==> src/rtl/uart_apb_pkg.sv <==
// Shared definitions for the UART APB register interface: register offsets,
// status/IER bit positions, the access FSM state type and a counter-width helper.
package uart_apb_pkg;

  // Byte offsets of the registers, compared against {PADDR[4:2], 2'b00}
  localparam logic [4:0] OFF_DATA   = 5'h00;
  localparam logic [4:0] OFF_STATUS = 5'h04;
  localparam logic [4:0] OFF_CTRL   = 5'h08;
  localparam logic [4:0] OFF_BAUD   = 5'h0C;
  localparam logic [4:0] OFF_IER    = 5'h10;

  // STATUS bit positions
  localparam int ST_TX_FULL  = 0;
  localparam int ST_RX_EMPTY = 1;
  localparam int ST_RX_FULL  = 2;
  localparam int ST_OVERRUN  = 3;

  // CTRL bit positions
  localparam int CTRL_SOFT_RST = 0;

  // IER bit positions
  localparam int IER_RX_NOT_EMPTY = 0;
  localparam int IER_TX_NOT_FULL  = 1;
  localparam int IER_OVERRUN      = 2;

  typedef enum logic [1:0] {
    IDLE,
    ACCESS,
    STALL,
    RESP
  } state_t;

  // Counter width able to hold max_val; always at least one bit.
  function automatic int cnt_width(input int max_val);
    return $clog2(max_val + 2);
  endfunction

endpackage

==> src/rtl/uart_apb_hold_timer.sv <==
// Loadable saturating down-counter. done is high whenever the count is zero;
// the count stops at zero instead of wrapping.
module uart_apb_hold_timer #(
  parameter int W = 8
) (
  input  logic         clk,
  input  logic         rst,
  input  logic         load,
  input  logic [W-1:0] load_val,
  input  logic         en,
  output logic         done
);

  logic [W-1:0] count;

  // Load has priority over counting; counting halts at zero.
  // NOTE: sequential state uses <= so every flop samples pre-edge values.
  always_ff @(posedge clk) begin
    if (rst) begin
      count <= '0;
    end else if (load) begin
      count <= load_val;
    end else if (en && count != '0) begin
      count <= count - W'(1);
    end
  end

  assign done = (count == '0);

endmodule

==> src/rtl/uart_apb_regif.sv <==
// APB3 slave register interface for a UART: DATA (TX push / RX pop), STATUS
// (live FIFO flags plus sticky W1C overrun), CTRL (counted soft reset) and BAUD.
// FIFO-dependent DATA accesses wait in STALL and error out after TIMEOUT cycles.
// Optional macro UART_APB_IRQ_EN adds the IER register at 0x10 and the irq output.
module uart_apb_regif
  import uart_apb_pkg::*;
#(
  parameter int ADDR_W   = 12,
  parameter int DATA_W   = 8,
  parameter int DIV_W    = 16,
  parameter int TIMEOUT  = 64,
  parameter int RST_HOLD = 16
) (
  input  logic              pclk,
  input  logic              PRESET,
  input  logic [ADDR_W-1:0] PADDR,
  input  logic [31:0]       PWDATA,
  input  logic              PSEL,
  input  logic              PENABLE,
  input  logic              PWRITE,
  output logic [31:0]       PRDATA,
  output logic              PREADY,
  output logic              PSLVERR,
  output logic [DATA_W-1:0] tx_fifo_dataIn,
  output logic              tx_fifo_writeEn,
  input  logic              tx_fifo_Full,
  input  logic [DATA_W-1:0] rx_fifo_dataOut,
  output logic              rx_fifo_readEn,
  input  logic              rx_fifo_Empty,
  input  logic              rx_fifo_Full,
  output logic [DIV_W-1:0]  baud_div,
`ifdef UART_APB_IRQ_EN
  output logic              irq,
`endif
  output logic              uart_reset
);

  localparam int TO_W       = cnt_width(TIMEOUT);
  localparam int HOLD_W     = cnt_width(RST_HOLD);
  // Loading TIMEOUT-1 makes done rise in the TIMEOUT-th stall cycle.
  localparam int STALL_LOAD = (TIMEOUT == 0) ? 0 : TIMEOUT - 1;

  state_t     state;
  logic [4:0] addr_off;
  logic       mapped;
  logic       need_stall;
  logic       in_xfer;
  logic       do_act;
  logic       timed_out;
  logic       err_now;
  logic       stall_load;
  logic       stall_done;
  logic       hold_done;
  logic       soft_rst;
  logic       ovr_clear;
  logic       overrun;
  logic [31:0] rd_word;
`ifdef UART_APB_IRQ_EN
  logic [2:0] ier;
`endif

  // Only PADDR[4:2] take part in decoding; PWDATA is used piecewise.
  logic unused_bits;
  assign unused_bits = ^{PADDR, PWDATA};

  assign addr_off   = {PADDR[4:2], 2'b00};
  assign uart_reset = !hold_done;

  // A DATA access waits while its FIFO cannot serve it or the UART core is in reset.
  assign need_stall = (addr_off == OFF_DATA) &&
                      ((PWRITE && tx_fifo_Full) || (!PWRITE && rx_fifo_Empty) || uart_reset);
  assign in_xfer    = PSEL && (state == ACCESS || state == STALL);
  assign do_act     = in_xfer && mapped && !need_stall;
  assign timed_out  = (TIMEOUT != 0) && PSEL && (state == STALL) && need_stall && stall_done;
  assign err_now    = (PSEL && state == ACCESS && !mapped) || timed_out;
  assign stall_load = PSEL && (state == ACCESS) && mapped && need_stall;
  assign soft_rst   = do_act && PWRITE && (addr_off == OFF_CTRL) && PWDATA[CTRL_SOFT_RST];
  assign ovr_clear  = soft_rst ||
                      (do_act && PWRITE && (addr_off == OFF_STATUS) && PWDATA[ST_OVERRUN]);

  // Address decode: which offsets exist in this build.
  // NOTE: every always_comb output gets a default first so no latch is inferred.
  always_comb begin
    mapped = 1'b0;
    case (addr_off)
      OFF_DATA, OFF_STATUS, OFF_CTRL, OFF_BAUD: mapped = 1'b1;
`ifdef UART_APB_IRQ_EN
      OFF_IER: mapped = 1'b1;
`endif
      default: mapped = 1'b0;
    endcase
  end

  // Read data mux; CTRL and unmapped offsets read as zero.
  always_comb begin
    rd_word = '0;
    case (addr_off)
      OFF_DATA: rd_word = 32'(rx_fifo_dataOut);
      OFF_STATUS: begin
        rd_word[ST_TX_FULL]  = tx_fifo_Full;
        rd_word[ST_RX_EMPTY] = rx_fifo_Empty;
        rd_word[ST_RX_FULL]  = rx_fifo_Full;
        rd_word[ST_OVERRUN]  = overrun;
      end
      OFF_BAUD: rd_word = 32'(baud_div);
`ifdef UART_APB_IRQ_EN
      OFF_IER: rd_word = 32'(ier);
`endif
      default: rd_word = '0;
    endcase
  end

  // Access FSM with registered bus response, FIFO strobes and register updates.
  always_ff @(posedge pclk) begin
    if (PRESET) begin
      state           <= IDLE;
      PRDATA          <= '0;
      PREADY          <= 1'b0;
      PSLVERR         <= 1'b0;
      tx_fifo_writeEn <= 1'b0;
      rx_fifo_readEn  <= 1'b0;
      tx_fifo_dataIn  <= '0;
      baud_div        <= DIV_W'(1);
      overrun         <= 1'b0;
`ifdef UART_APB_IRQ_EN
      ier             <= '0;
`endif
    end else begin
      tx_fifo_writeEn <= 1'b0;
      rx_fifo_readEn  <= 1'b0;
      PREADY          <= 1'b0;
      PSLVERR         <= 1'b0;
      // A new overrun event wins over a simultaneous clear.
      if (rx_fifo_Full) begin
        overrun <= 1'b1;
      end else if (ovr_clear) begin
        overrun <= 1'b0;
      end
      case (state)
        IDLE: begin
          if (PSEL && !PENABLE) state <= ACCESS;
        end
        ACCESS, STALL: begin
          if (!PSEL) begin
            state <= IDLE;
          end else if (err_now) begin
            PREADY  <= 1'b1;
            PSLVERR <= 1'b1;
            PRDATA  <= '0;
            state   <= RESP;
          end else if (do_act) begin
            PREADY <= 1'b1;
            state  <= RESP;
            if (PWRITE) begin
              PRDATA <= '0;
              case (addr_off)
                OFF_DATA: begin
                  tx_fifo_writeEn <= 1'b1;
                  tx_fifo_dataIn  <= PWDATA[DATA_W-1:0];
                end
                OFF_BAUD: baud_div <= PWDATA[DIV_W-1:0];
`ifdef UART_APB_IRQ_EN
                OFF_IER: ier <= PWDATA[2:0];
`endif
                default: ;
              endcase
            end else begin
              PRDATA <= rd_word;
              if (addr_off == OFF_DATA) rx_fifo_readEn <= 1'b1;
            end
          end else begin
            state <= STALL;
          end
        end
        default: state <= IDLE;
      endcase
    end
  end

`ifdef UART_APB_IRQ_EN
  // Interrupt: OR of enabled conditions, registered.
  always_ff @(posedge pclk) begin
    if (PRESET) begin
      irq <= 1'b0;
    end else begin
      irq <= |(ier & {overrun, !tx_fifo_Full, !rx_fifo_Empty});
    end
  end
`endif

  // Stall timeout: loaded on entering STALL, counts each stall cycle.
  uart_apb_hold_timer #(.W(TO_W)) u_stall_timer (
    .clk      (pclk),
    .rst      (PRESET),
    .load     (stall_load),
    .load_val (TO_W'(STALL_LOAD)),
    .en       (state == STALL),
    .done     (stall_done)
  );

  // Soft-reset hold: uart_reset is high while this counter is non-zero.
  uart_apb_hold_timer #(.W(HOLD_W)) u_hold_timer (
    .clk      (pclk),
    .rst      (PRESET),
    .load     (soft_rst),
    .load_val (HOLD_W'(RST_HOLD)),
    .en       (1'b1),
    .done     (hold_done)
  );

endmodule

==> config.mk <==
export PLATFORM = sky130hd
export DESIGN_NAME = uart_apb_regif
export DESIGN_NICKNAME = d
export VERILOG_FILES = /design/src/rtl/uart_apb_pkg.sv /design/src/rtl/uart_apb_hold_timer.sv /design/src/rtl/uart_apb_regif.sv
export SDC_FILE = /design/constraint.sdc
export NUM_CORES = 1
export LEC_CHECK = 0
export CELL_PAD_IN_SITES_DETAIL_PLACEMENT = 1
export CELL_PAD_IN_SITES_GLOBAL_PLACEMENT = 2
export CORE_MARGIN = 1
export CORE_UTILIZATION = 25
export CTS_BUF_LIST = sky130_fd_sc_hd__clkbuf_16
export DETAILED_ROUTE_END_ITERATION = 10
export GPL_ROUTABILITY_DRIVEN = 0
export PLACE_DENSITY_LB_ADDON = 0.25
export SYNTH_ARGS = -nofsm -noshare
export SYNTH_HDL_FRONTEND = slang
export SYNTH_SLANG_ARGS = --single-unit
==> constraint.sdc <==
create_clock -name pclk -period 5.7 [get_ports pclk]
set_clock_uncertainty 0.15 [all_clocks]
set_input_delay 1.14 -clock pclk [delete_from_list [all_inputs] [get_ports pclk]]
set_output_delay 1.14 -clock pclk [all_outputs]
set_load 0.1 [all_outputs]
# Yosys cells after proc, flatten, opt, wreduce, memory -nomap -nowiden
# Cells that the tools add are included.
dict set report word_totals {
  ff_bits 75
  input_bits 60
  output_inout_bits 61
  elab_cells 97
}
dict set report classes {
  add_sub_neg 2
  n_eq_ne 6
  mux 21
  bitwise_logic 5
  reduce_logical 50
}
# operator n
set ops {}
lappend ops {{two-way mux 32 bit} 3}
lappend ops {{one-hot mux 12 bit (2 select lines)} 1}
lappend ops {{logical AND 1 bit} 20}
lappend ops {{two-way mux 6 bit} 2}
lappend ops {{one-hot mux 4 bit (3 select lines)} 1}
lappend ops {{AND reduction 6 bit} 2}
lappend ops {{OR reduction 6 bit} 2}
lappend ops {{logical NOT 5 bit} 2}
lappend ops {{two-way mux 5 bit} 2}
lappend ops {{two-way mux 1 bit} 9}
lappend ops {{nonzero test 2 bit} 4}
lappend ops {{logical NOT 7 bit} 1}
lappend ops {{nonzero test 7 bit} 1}
lappend ops {{subtractor 7 x 1 -> 7 bit, second input constant} 1}
lappend ops {{== test 3 x 2 -> 1 bit, second input constant} 2}
lappend ops {{OR reduction 2 bit} 3}
lappend ops {{logical NOT 1 bit} 5}
lappend ops {{logical OR 1 bit} 5}
lappend ops {{inverter 1 bit} 5}
lappend ops {{nonzero test 5 bit} 1}
lappend ops {{subtractor 5 x 1 -> 5 bit, second input constant} 1}
lappend ops {{two-way mux 2 bit} 2}
lappend ops {{one-hot mux 2 bit (2 select lines)} 1}
lappend ops {{OR reduction 4 bit} 1}
lappend ops {{other kinds (7)} 7}

# Logic depth before layout (Yosys ltp)
dict set report logic_depth {
  depth_word 13
  depth_mapped 8
  mapped_depth_nobuf 7
}

# By module
# Synthesis repeated with hierarchy kept, for this count alone.
dict set report unflattened {
  hier_cells 324
  hier_area_um2 2952.8
}
# module instances cells_per_inst area_each_um2 seq_area_each_um2
set by_module_without_submodules {}
lappend by_module_without_submodules {uart_apb_regif 1 239 2207.1 940.9}
lappend by_module_without_submodules {{uart_apb_hold_timer (u_stall_timer)} 1 48 419.2 140.1}
lappend by_module_without_submodules {{uart_apb_hold_timer (u_hold_timer)} 1 37 326.6 100.1}

# Least setup slack after synthesis
# No wires, ideal clock.
dict set report synth_timing {
  kind {input to register}
  start {input PADDR[3]}
  end {register PRDATA[6]}
  setup_ns 0.118
  t_arrival_ns 2.475
  required_ns 5.432
  slack_ns 2.958
  cell_stages 6
  n_path_buf 2
  path_cell_list {buf_2 or3_4 a211oi_2 a221oi_4 buf_6 a22o_1}
}
dict set report synth_via {
  elab_chain_len 8
  elab_cells_between_ends 21
  cone_classes {eq/ne: 3; mux: 5; reduce/logical: 13}
}
# element line_no
set synth_rtl {}
lappend synth_rtl {{start, declared} uart_apb_regif.sv:16} ;# input logic [ADDR_W-1:0] PADDR,
lappend synth_rtl {{== test 3 x 2 -> 1 bit (tied with other cells)} uart_apb_regif.sv:85} ;# case (addr_off)
lappend synth_rtl {{OR reduction 4 bit} uart_apb_regif.sv:85}
lappend synth_rtl {{two-way mux 1 bit} uart_apb_regif.sv:85}
lappend synth_rtl {{logical NOT 1 bit} uart_apb_regif.sv:75} ;# assign err_now = (PSEL && state == ACCESS && !mapped) || timed_out;
lappend synth_rtl {{logical AND 1 bit} uart_apb_regif.sv:75}
lappend synth_rtl {{logical OR 1 bit} uart_apb_regif.sv:75}
lappend synth_rtl {{nonzero test 2 bit (no source line)} -}
lappend synth_rtl {{AND reduction 3 bit (no source line)} -}
lappend synth_rtl {{end signal, assigned} uart_apb_regif.sv:168} ;# PRDATA <= rd_word;
lappend synth_rtl {{end, declared} uart_apb_regif.sv:21} ;# output logic [31:0] PRDATA,
# Parallel ways exist; a longest one is shown, timed or not. The select of a mux whose other input is x is not followed.
# A chain may end at the register's enable or synchronous reset.

# Final worst setup path
dict set report layout_timing {
  start {register u_hold_timer.count[0]}
  end {output uart_reset}
}
dict set report layout_via {
  elab_chain_len 2
}
# element line_no
set layout_rtl {}
lappend layout_rtl {{start, declared} uart_apb_hold_timer.sv:14} ;# logic [W-1:0] count;
lappend layout_rtl {{start signal, assigned} uart_apb_hold_timer.sv:22} ;# count <= load_val;
lappend layout_rtl {{start signal, assigned} uart_apb_hold_timer.sv:24} ;# count <= count - W'(1);
lappend layout_rtl {{logical NOT 5 bit} uart_apb_hold_timer.sv:28} ;# assign done = (count == '0);
lappend layout_rtl {{logical NOT 1 bit} uart_apb_regif.sv:67} ;# assign uart_reset = !hold_done;
lappend layout_rtl {{end, declared} uart_apb_regif.sv:35} ;# output logic uart_reset
# Every way passes these cells.

==> summary.txt <==
Run status
  • Status: finished, final reports clean

Drt
  • Via count: 2,239
  • Max Used Layer: met4
  • Met2 wire len: 3400 um
  • DRT Wirelength: 7610 um
  • Final ANT Viol Nets: 0
  • Routed len/inst: 15.0 um
  • Drt drc: 0
  • Met3 WL: 361 um
  • Vias/cell: 4.42
  • Drt pass-1 iters: 4
  • 1st-iter DRT viols: 98
  • WL met1: 3770 um

STA
  • Setup_tns: 0 ns
  • Period utilization: 68.9%
  • Setup-failing EPs final: 0
  • Slew Viols, Final: 0
  • F_max: 255 MHz
  • Final hold violations: 0
  • Slew margin rel.: 31.8%
  • RSZ-0062 raised after global routing: no
  • Tmin final: 3.93 ns
  • Worst slew pin tran: 1.02 ns

Clock network
  • Root Driver: clkbuf_16
  • Total CTS buffers: 9
  • CTS resizes: 0
  • Buffer count from post-CTS setup fixing: 0
  • H-tree Lvls: 3
  • Clk_lat worst skew: 0.32 ns
  • CTS hold repair buffers: 0
  • CTS max path bufs: 2
  • CTS clk-pin slew, worst paths: 0.06 ns
  • CTS Sinks: 59
  • TritonCTS clock tree: yes

Floorplanning
  • Initial Util: 26.0%
  • Die width: 106 um
  • Standard-cell rows: 37
  • Full die area: 0.0112 mm2
  • Io pins: 121
  • Die height: 106 um
  • Core Footprint: 0.0104 mm2

GRT
  • First-pass GRT wire length: 12,500 um
  • GRT Total Usage: 14.4%
  • Largest net degree at the start of global routing: 42
  • Total gr overflow: 0
  • Vias in the first global route: 2,351
  • Initial antenna violation count: 0

Setup path
  • WP data arrival: 2.64 ns
  • Worst setup SP type: register
  • CP endpoint: uart_reset
  • Worst setup startpoint: u_hold_timer.count[0]
  • Critical path capture point type: output pin
  • R2R depth: 6
  • Top fanout value on the critical path: 7
  • Crit Path Category: reg -> out
  • RR Startpoint: state[1]
  • WP data required: 4.41 ns
  • Reg2reg setup slack: 3.21 ns
  • Worst R2R End: PRDATA[10]

Place
  • Port Buffers: 79
  • Post-DP HPWL: 5400 um

Finish
  • Register area: 0.00118 mm2
  • # nets final: 433
  • Multi-input gate area: 0.00135 mm2
  • Area growth syn-to-layout: 41.5%
  • Commonest non-fill, non-tap cells in the layout: clkdlybuf4s50_1, dfxtp_1, nand2_1, a21oi_1, a22o_1
  • Filler cell count: 1,194
  • Fraction of layout cells with a size suffix above 1: 8.11%
  • Most common cell after layout, fill and taps aside: clkdlybuf4s50_1
  • N_diodes: 0

Pwr
  • Reported leakage power: 1.39 nW
  • Peak supply drop: 0.000213 V
  • Internal: 0.859 mW
  • Pwr Total: 1.27 mW
  • Sw Ratio: 32.3%
  • Logic pwr share: 21.9%
  • Switching power total: 0.409 mW
  • Seq pwr share: 35.4%
  • Clock share of power: 42.6%
  • Pwr per Cell Area: 331 mW/mm2

Synth
  • Post-synth EDFFs: 0
  • Total number of yosys warnings: 0
  • Mean Syn Cell Area: 9.33 um2
  • Cells after synthesis: 290
  • Most used DFF post-synth: dfxtp_1
  • Register area share after synthesis: 43.6%
  • Cell variety after synth: 45
  • Synthesized flop and latch total: 59
  • Synth async-reset ratio: 0%
  • Post-synthesis instance area: 0.00271 mm2

Hold path
  • HP Start: PRDATA[8]
  • Hold crit path type: reg -> reg

Job
  • Maxcap violations: 0
==> cells by family after synthesis <==
family          Yosys count  share of synthesized area, %
mux                      15                          5.73
xor+xnor                  8                          2.59
buf+inv                  41                          8.74
simple gates             94                          17.8
fa+ha+maj                 8                          3.70
flops                    59                          43.6
other cells               1                         0.139
compound gates           64                          17.6
==> worst min path at each step <==
stage / endpoint / slack (ns) / depth (start not counted)
final: PRDATA[8] / 0.32 / 1
after global routing: PRDATA[11] / 0.34 / 1
after CTS: PRDATA[8] / 0.33 / 1
after detailed placement: PRDATA[8] / 0.31 / 1
after global placement: PRDATA[11] / 0.31 / 1
after floorplan: overrun / 0.30 / 2
==> sequential cells by signal (all words and copies together) (netlist names) <==
register / count
PRDATA: 16
baud_div: 16
tx_fifo_dataIn: 8
u_stall_timer.count: 7
u_hold_timer.count: 5
state: 2
PREADY: 1
PSLVERR: 1
overrun: 1
rx_fifo_readEn: 1
tx_fifo_writeEn: 1
==> layer usage <==
| layer | vias to the layer above | track usage (%) |
|---|---|---|
| met5 | - | 0 |
| met4 | 0 | 4.46 |
| met3 | 6 | 4.11 |
| met2 | 65 | 22.8 |
| met1 | 1042 | 18.8 |
| li1 | 1126 | - |
==> Yosys cell counts (all sizes together) (2+ instances only) <==
cell / n / share of area, %
nand2b: 4 / 0.92
o21ai: 2 / 0.37
clkbuf: 9 / 1.2
a21oi: 25 / 4.6
inv: 9 / 1.2
xor2: 4 / 1.3
nand2: 40 / 5.5
mux2i: 11 / 4.1
mux2: 4 / 1.7
buf: 23 / 6.2
nor2: 21 / 2.9
or4: 2 / 0.55
dfxtp: 59 / 44
nand4: 3 / 0.69
a211oi: 4 / 1.3
xnor2: 4 / 1.3
ha: 8 / 3.7
nor4b: 2 / 1.4
nor4: 2 / 0.46
nor2b: 3 / 0.69
a22o: 24 / 7.8
and2: 2 / 0.46
nor3: 7 / 1.7
a31oi: 2 / 0.46
o2111ai: 3 / 0.97
==> layout make-up <==
class | count | area share, %
multi-input cells | 205 | 35.1
flip-flops and latches | 59 | 30.8
repair buffers | 81 | 21.0
clock buffers | 9 | 5.88
well taps | 136 | 4.44
clock inverters | 7 | 1.80
inverters | 9 | 0.882
==> power groups by stage <==
| stage | Combinational [mW] | Clock (mW) | Sequential, mW |
|---|---|---|---|
| after floorplan | 0.216 | 0 | 0.463 |
| after global placement | 0.278 | 0 | 0.458 |
| after detailed placement | 0.281 | 0 | 0.459 |
| after CTS | 0.282 | 0.554 | 0.449 |
| after global routing | 0.300 | 0.575 | 0.452 |
| final | 0.278 | 0.541 | 0.449 |
==> per-stage QoR <==
step / cell area [um2] / setup slack (ns) / hold slack, ns / instances / utilization [%]
after floorplan: 2760 / 2.96 / 0.297 / 305 / -
final: 3830 / 1.77 / 0.322 / 506 / 36.8
after global placement: 3540 / 2.03 / 0.307 / 490 / 33.9
after global routing: 3830 / 1.65 / 0.340 / 506 / 36.8
after CTS: 3830 / 1.74 / 0.327 / 506 / 36.8
after detailed placement: 3540 / 2.06 / 0.312 / 490 / 33.9
==> critical path, stage by stage (launching register included) <==
cell,delay (ns)
dfxtp_1,0.32
inv_1,0.10
ha_1,0.19
nor4b_4,0.44
inv_1,0.24
clkdlybuf4s50_1,1.02
Power figures use the tool's default switching activity.
